$ cat src/rtl/dbg_uart_cmd.sv
// dbg_uart_cmd: binary UART debug command engine.
// Parses host commands and drives the dbg register bus.
module dbg_uart_cmd #(
    parameter int ACCESS_TIMEOUT = 1024,
    parameter int BYTE_TIMEOUT   = 65535
) (
    input  logic        clk,
    input  logic        rst_n,
    input  logic [7:0]  rx_data,
    input  logic        rx_valid,
    output logic [7:0]  tx_data,
    output logic        tx_valid,
    input  logic        tx_ready,
    output logic [7:0]  dbg_a,
    output logic [15:0] dbg_di,
    input  logic [15:0] dbg_do,
    output logic        dbg_we,
    output logic        dbg_rd,
    input  logic        dbg_ready,
    output logic        busy,
    output logic        err_timeout,
    output logic        rx_overrun
);
    localparam int AW = $clog2(ACCESS_TIMEOUT + 1);
    localparam int BW = $clog2(BYTE_TIMEOUT + 1);
    localparam logic [AW-1:0] A_LAST = AW'(ACCESS_TIMEOUT - 1);
    localparam logic [AW-1:0] A_MAX  = AW'(ACCESS_TIMEOUT);
    localparam logic [BW-1:0] B_LAST = BW'(BYTE_TIMEOUT - 1);
    localparam logic [BW-1:0] B_MAX  = BW'(BYTE_TIMEOUT);
    localparam logic [1:0] OP_WR = 2'd1;
    localparam logic [1:0] OP_BR = 2'd3;

    typedef enum logic [3:0] {
        IDLE, GET_ADDR, GET_DLO, GET_DHI, GET_CNT,
        ACCESS, SEND_LO, SEND_HI, SEND_CODE
    } state_t;

    state_t        state, state_n;
    logic [1:0]    op;
    logic [15:0]   rdata;
    logic [7:0]    code;
    logic [8:0]    remain;
    logic [AW-1:0] acnt;
    logic [BW-1:0] bcnt;
    logic          in_get, acc_to, byte_to, opc_ok;

    assign in_get  = (state == GET_ADDR) || (state == GET_DLO) ||
                     (state == GET_DHI)  || (state == GET_CNT);
    assign acc_to  = (state == ACCESS) && !dbg_ready && (acnt == A_LAST);
    assign byte_to = in_get && !rx_valid && (bcnt == B_LAST);
    assign opc_ok  = (rx_data == 8'h01) || (rx_data == 8'h02) ||
                     (rx_data == 8'h03);

    // State register
    always_ff @(posedge clk) begin
        if (!rst_n) state <= IDLE;
        else        state <= state_n;
    end

    // Next state plus strobe, transmit and status outputs
    always_comb begin
        state_n    = state;
        tx_valid   = 1'b0;
        tx_data    = 8'h00;
        dbg_we     = 1'b0;
        dbg_rd     = 1'b0;
        rx_overrun = 1'b0;
        busy       = (state != IDLE);
        unique case (state)
            IDLE: begin
                if (rx_valid) state_n = opc_ok ? GET_ADDR : SEND_CODE;
            end
            GET_ADDR: begin
                if (byte_to) state_n = IDLE;
                else if (rx_valid) begin
                    if (op == OP_WR)      state_n = GET_DLO;
                    else if (op == OP_BR) state_n = GET_CNT;
                    else                  state_n = ACCESS;
                end
            end
            GET_DLO: begin
                if (byte_to)       state_n = IDLE;
                else if (rx_valid) state_n = GET_DHI;
            end
            GET_DHI, GET_CNT: begin
                if (byte_to)       state_n = IDLE;
                else if (rx_valid) state_n = ACCESS;
            end
            ACCESS: begin
                dbg_we     = (op == OP_WR);
                dbg_rd     = (op != OP_WR);
                rx_overrun = rx_valid;
                if (dbg_ready)
                    state_n = (op == OP_WR) ? SEND_CODE : SEND_LO;
                else if (acc_to)
                    state_n = SEND_CODE;
            end
            SEND_LO: begin
                tx_valid   = 1'b1;
                tx_data    = rdata[7:0];
                rx_overrun = rx_valid;
                if (tx_ready) state_n = SEND_HI;
            end
            SEND_HI: begin
                tx_valid   = 1'b1;
                tx_data    = rdata[15:8];
                rx_overrun = rx_valid;
                if (tx_ready)
                    state_n = (remain > 9'd1) ? ACCESS : IDLE;
            end
            SEND_CODE: begin
                tx_valid   = 1'b1;
                tx_data    = code;
                rx_overrun = rx_valid;
                if (tx_ready) state_n = IDLE;
            end
            default: state_n = IDLE;
        endcase
    end

    // Command fields, read data, response code and timeout counters
    always_ff @(posedge clk) begin
        if (!rst_n) begin
            op          <= '0;
            dbg_a       <= '0;
            dbg_di      <= '0;
            rdata       <= '0;
            code        <= '0;
            remain      <= '0;
            acnt        <= '0;
            bcnt        <= '0;
            err_timeout <= 1'b0;
        end else begin
            err_timeout <= acc_to;
            case (state)
                IDLE: begin
                    if (rx_valid) begin
                        op   <= rx_data[1:0];
                        code <= 8'h15;
                    end
                end
                GET_ADDR: begin
                    if (rx_valid) begin
                        dbg_a  <= rx_data;
                        remain <= 9'd1;
                    end
                end
                GET_DLO: if (rx_valid) dbg_di[7:0]  <= rx_data;
                GET_DHI: if (rx_valid) dbg_di[15:8] <= rx_data;
                GET_CNT: begin
                    if (rx_valid)
                        remain <= (rx_data == 8'h00) ? 9'd256
                                                     : {1'b0, rx_data};
                end
                ACCESS: begin
                    if (dbg_ready) begin
                        if (op != OP_WR) rdata <= dbg_do;
                        code <= 8'h06;
                    end else if (acc_to) begin
                        code <= 8'hEE;
                    end
                end
                SEND_HI: if (tx_ready) remain <= remain - 9'd1;
                default: ;
            endcase
            if (state != ACCESS)
                acnt <= '0;
            else if (!dbg_ready && acnt != A_MAX)
                acnt <= acnt + AW'(1);
            if (!in_get || rx_valid)
                bcnt <= '0;
            else if (bcnt != B_MAX)
                bcnt <= bcnt + BW'(1);
        end
    end
endmodule

$ cat config.mk
export PLATFORM = sky130hd
export DESIGN_NAME = dbg_uart_cmd
export DESIGN_NICKNAME = d
export VERILOG_FILES = /design/src/rtl/dbg_uart_cmd.sv
export SDC_FILE = /design/constraint.sdc
export NUM_CORES = 1
export LEC_CHECK = 0
export CAP_MARGIN = 0
export CORE_UTILIZATION = 53
export DETAILED_ROUTE_END_ITERATION = 8
export GPL_ROUTABILITY_DRIVEN = 0
export HOLD_SLACK_MARGIN = 0.08
export PLACE_DENSITY = 0.79
export SETUP_SLACK_MARGIN = 0.2
export SYNTH_ARGS = -nofsm -noshare
export SYNTH_HDL_FRONTEND = slang
export SYNTH_SLANG_ARGS = --single-unit
$ cat constraint.sdc
create_clock -name clk -period 2.4 [get_ports clk]
set_clock_uncertainty 0.2 [all_clocks]
set_input_delay 0.36 -clock clk [delete_from_list [all_inputs] [get_ports clk]]
set_output_delay 0.36 -clock clk [all_outputs]
set_load 0.1 [all_outputs]
==> flow_metrics.env <==
export IMPL_status="finished clean"
export IMPL_finalHoldViolCount=0
export IMPL_routed_wl_mm=11.3
export IMPL_avgSynthCellArea_um2=8.41
export IMPL_ys_ff_latch=87
export IMPL_hold_class="register to register"
export IMPL_cts_buffers=9
export IMPL_grt_max_degree=43
export IMPL_antenna_found_initial=0
export IMPL_final_common_cell="nor2_1"
export IMPL_die_h_um=90.0
export IMPL_htreeDepth=3
export IMPL_startpoint_type="register"
export IMPL_ios=67
export IMPL_synthArstFlopShare=0
export IMPL_mostFrequentLayoutCells="nor2_1 (83), dfxtp_1 (77), nand2_1 (64), buf_4 (61), a21oi_1 (35)"
export IMPL_synth_top_area_cell="dfxtp_1"
export IMPL_fin_nets=619
export IMPL_grt_setup_unrepaired="true"
export IMPL_cp_top_family="compound AO/OA/AOI/OAI gates"
export IMPL_grt_ovfl_total=0
export IMPL_track_usage=0.270
export IMPL_rows=31
export IMPL_yosysTopAreaCellShare=0.425
export IMPL_avgRoutedWirePerCell_um=16.4
export IMPL_tightest_slew_ns=0.489
export IMPL_fin_crit_sh=0.944
export IMPL_synth_edf_count=0
export IMPL_synth_top_cells_by_area="dfxtp_1 (42%), nor2_1 (7.9%), nand2_1 (6.6%)"
export IMPL_die_w_um=90.0
export IMPL_worstSetupPathType="register to register"
export IMPL_postLayoutCellArea_mm2=0.00561
export IMPL_syn_instance_count=488
export IMPL_crit_slowest_cell="dfxtp_1"
export IMPL_viasPerCell=5.77
export IMPL_drc=0
export IMPL_synth_area_mm2=0.00410
export IMPL_cp_cell_sequence="and4_1 > nand4_1 > o31ai_4 > o211ai_2 > or2_1 > o22ai_1"
export IMPL_synth_nets=523
export IMPL_firstDrtPassIters=5
export IMPL_p_leak_nw=2.13
export IMPL_antennaDiodeCount=0
export IMPL_grt_pass1_wl_mm=17.6
export IMPL_ys_flop_type="dfxtp_1"
export IMPL_dpl_cell_area_mm2=0.00513
export IMPL_critPathRequiredTime_ns=2.48
export IMPL_postCtsHoldBufs=0
export IMPL_ant_nets=0
export IMPL_setup_viol=0
export IMPL_syn_to_final_growth_pct=36.8
export IMPL_critPathArrivalTime_ns=2.35
export IMPL_portBuffers=66
export IMPL_ir_drop_mv=0.508
export IMPL_fin_ws_ns=0.134
export IMPL_core_mm2=0.00737
export IMPL_dp_hpwl_mm=7.73
export IMPL_slew_viol_final=0
export IMPL_clock_path_buffers=2
export IMPL_vias=3973
export IMPL_cts_sinks=87
export IMPL_drive_above_1_share=0.255
export IMPL_period_minus_slack_ns=2.27
export IMPL_endpoint_kind="register"
export IMPL_die_area_mm2=0.00810
export IMPL_yosysSeqAreaShare=0.425
export IMPL_clk_pin_slew_ns=0.09
export IMPL_first_iter_violations=233
export IMPL_critPathMaxFanout=6
export IMPL_synth_cell_type_count=63
export IMPL_maxSlewHeadroom=0.670
export IMPL_pre_cts_slack_ns=0.114
export IMPL_cts_root_buf="clkbuf_8"
export IMPL_yosysWarnings=0
export IMPL_critPathMaxStageDelay_ns=0.44
export IMPL_clk_latency_ns=0.37
export IMPL_cts_tree="yes"
export IMPL_powerDensity_mw_per_mm2=503
export IMPL_timing_fmax_mhz=441
export IMPL_cp_num_buf_inv=0
export IMPL_grt_pass1_vias=3712
export IMPL_cap_viol_max_count=0
export IMPL_initial_core_util=0.557
## stage by stage
step	util	hold slack, ns	TNS [ns]	cells	power [mW]
finish	0.761	0.271	0	688	2.82
CTS	0.741	0.271	0	678	2.80
global placement	0.696	0.243	0	659	1.81
floorplan	-	0.232	-0.151	488	1.66
detailed placement	0.696	0.250	0	659	1.81
global route	0.761	0.287	0	688	2.90
## power by group
| part | leakage [nW] | internal [mW] | total, mW | switching [mW] |
|---|---|---|---|---|
| clock | 0.0960 | 0.478 | 1.00 | 0.525 |
| combinational | 1.33 | 0.156 | 0.362 | 0.207 |
| sequential | 0.707 | 1.45 | 1.46 | 0.0116 |
| total | 2.13 | 2.08 | 2.82 | 0.743 |
## worst register-to-register path, cell delays in order, from the launching register on
cell and delay (ns):
dfxtp_1 0.44, and4_1 0.28, nand4_1 0.16, o31ai_4 0.42
o211ai_2 0.21, or2_1 0.29, o22ai_1 0.20
## worst paths after layout
kind         startpoint  depth (start not counted)        end  slack (ns)
max             acnt[3]                          6   state[1]        0.13
min           rdata[11]                          2  rdata[11]        0.27
max reg2reg     acnt[3]                          6   state[1]        0.13
min reg2reg   rdata[11]                          2  rdata[11]        0.27
## synthesized netlist by cell type, types with 8 or more instances
master	count
a21oi_1	35
mux2i_1	26
dfxtp_1	87
nor2_1	86
nand3_1	16
o21ai_0	8
xor2_1	18
inv_1	12
clkbuf_1	10
nand2_1	72
## state kept, by name, summed over array words and instances, names as in the netlist
name         count
acnt            11
dbg_di          16
dbg_a            8
rdata           16
err_timeout      1
remain           9
op               2
bcnt            16
state            4
code             4
## kinds of logic after synthesis
group / after synthesis / share of synthesized area
mux: 27 / 0.0662
fa+ha+maj: 6 / 0.0183
flops: 87 / 0.425
xor+xnor: 25 / 0.0534
simple gates: 224 / 0.256
buf+inv: 34 / 0.0409
compound gates: 85 / 0.141
## per-layer routing
layer / GRT usage / vias up / routed length, um
met5: 0 / - / 0
li1: - / 1884 / -
met2: 0.462 / 177 / 5690
met3: 0.0406 / 43 / 672
met1: 0.339 / 1869 / 4580
met4: 0.114 / 0 / 322
## layout make-up
class | instances | area [um2]
clock inverter | 6 | 61.3
fill | 497 | 1760
timing repair buffer | 107 | 1070
clock buffer | 10 | 128
multi-input combinational | 367 | 2420
tap | 99 | 124
sequential | 87 | 1760
inverter | 12 | 45.0
## what timing repair did
action	4_1_cts	5_1_grt
pin swaps	4	12
gates resized for setup	29	22
setup endpoints to repair	18	20
setup buffers	3	10
Note: power is estimated with default switching activity, not from simulation.
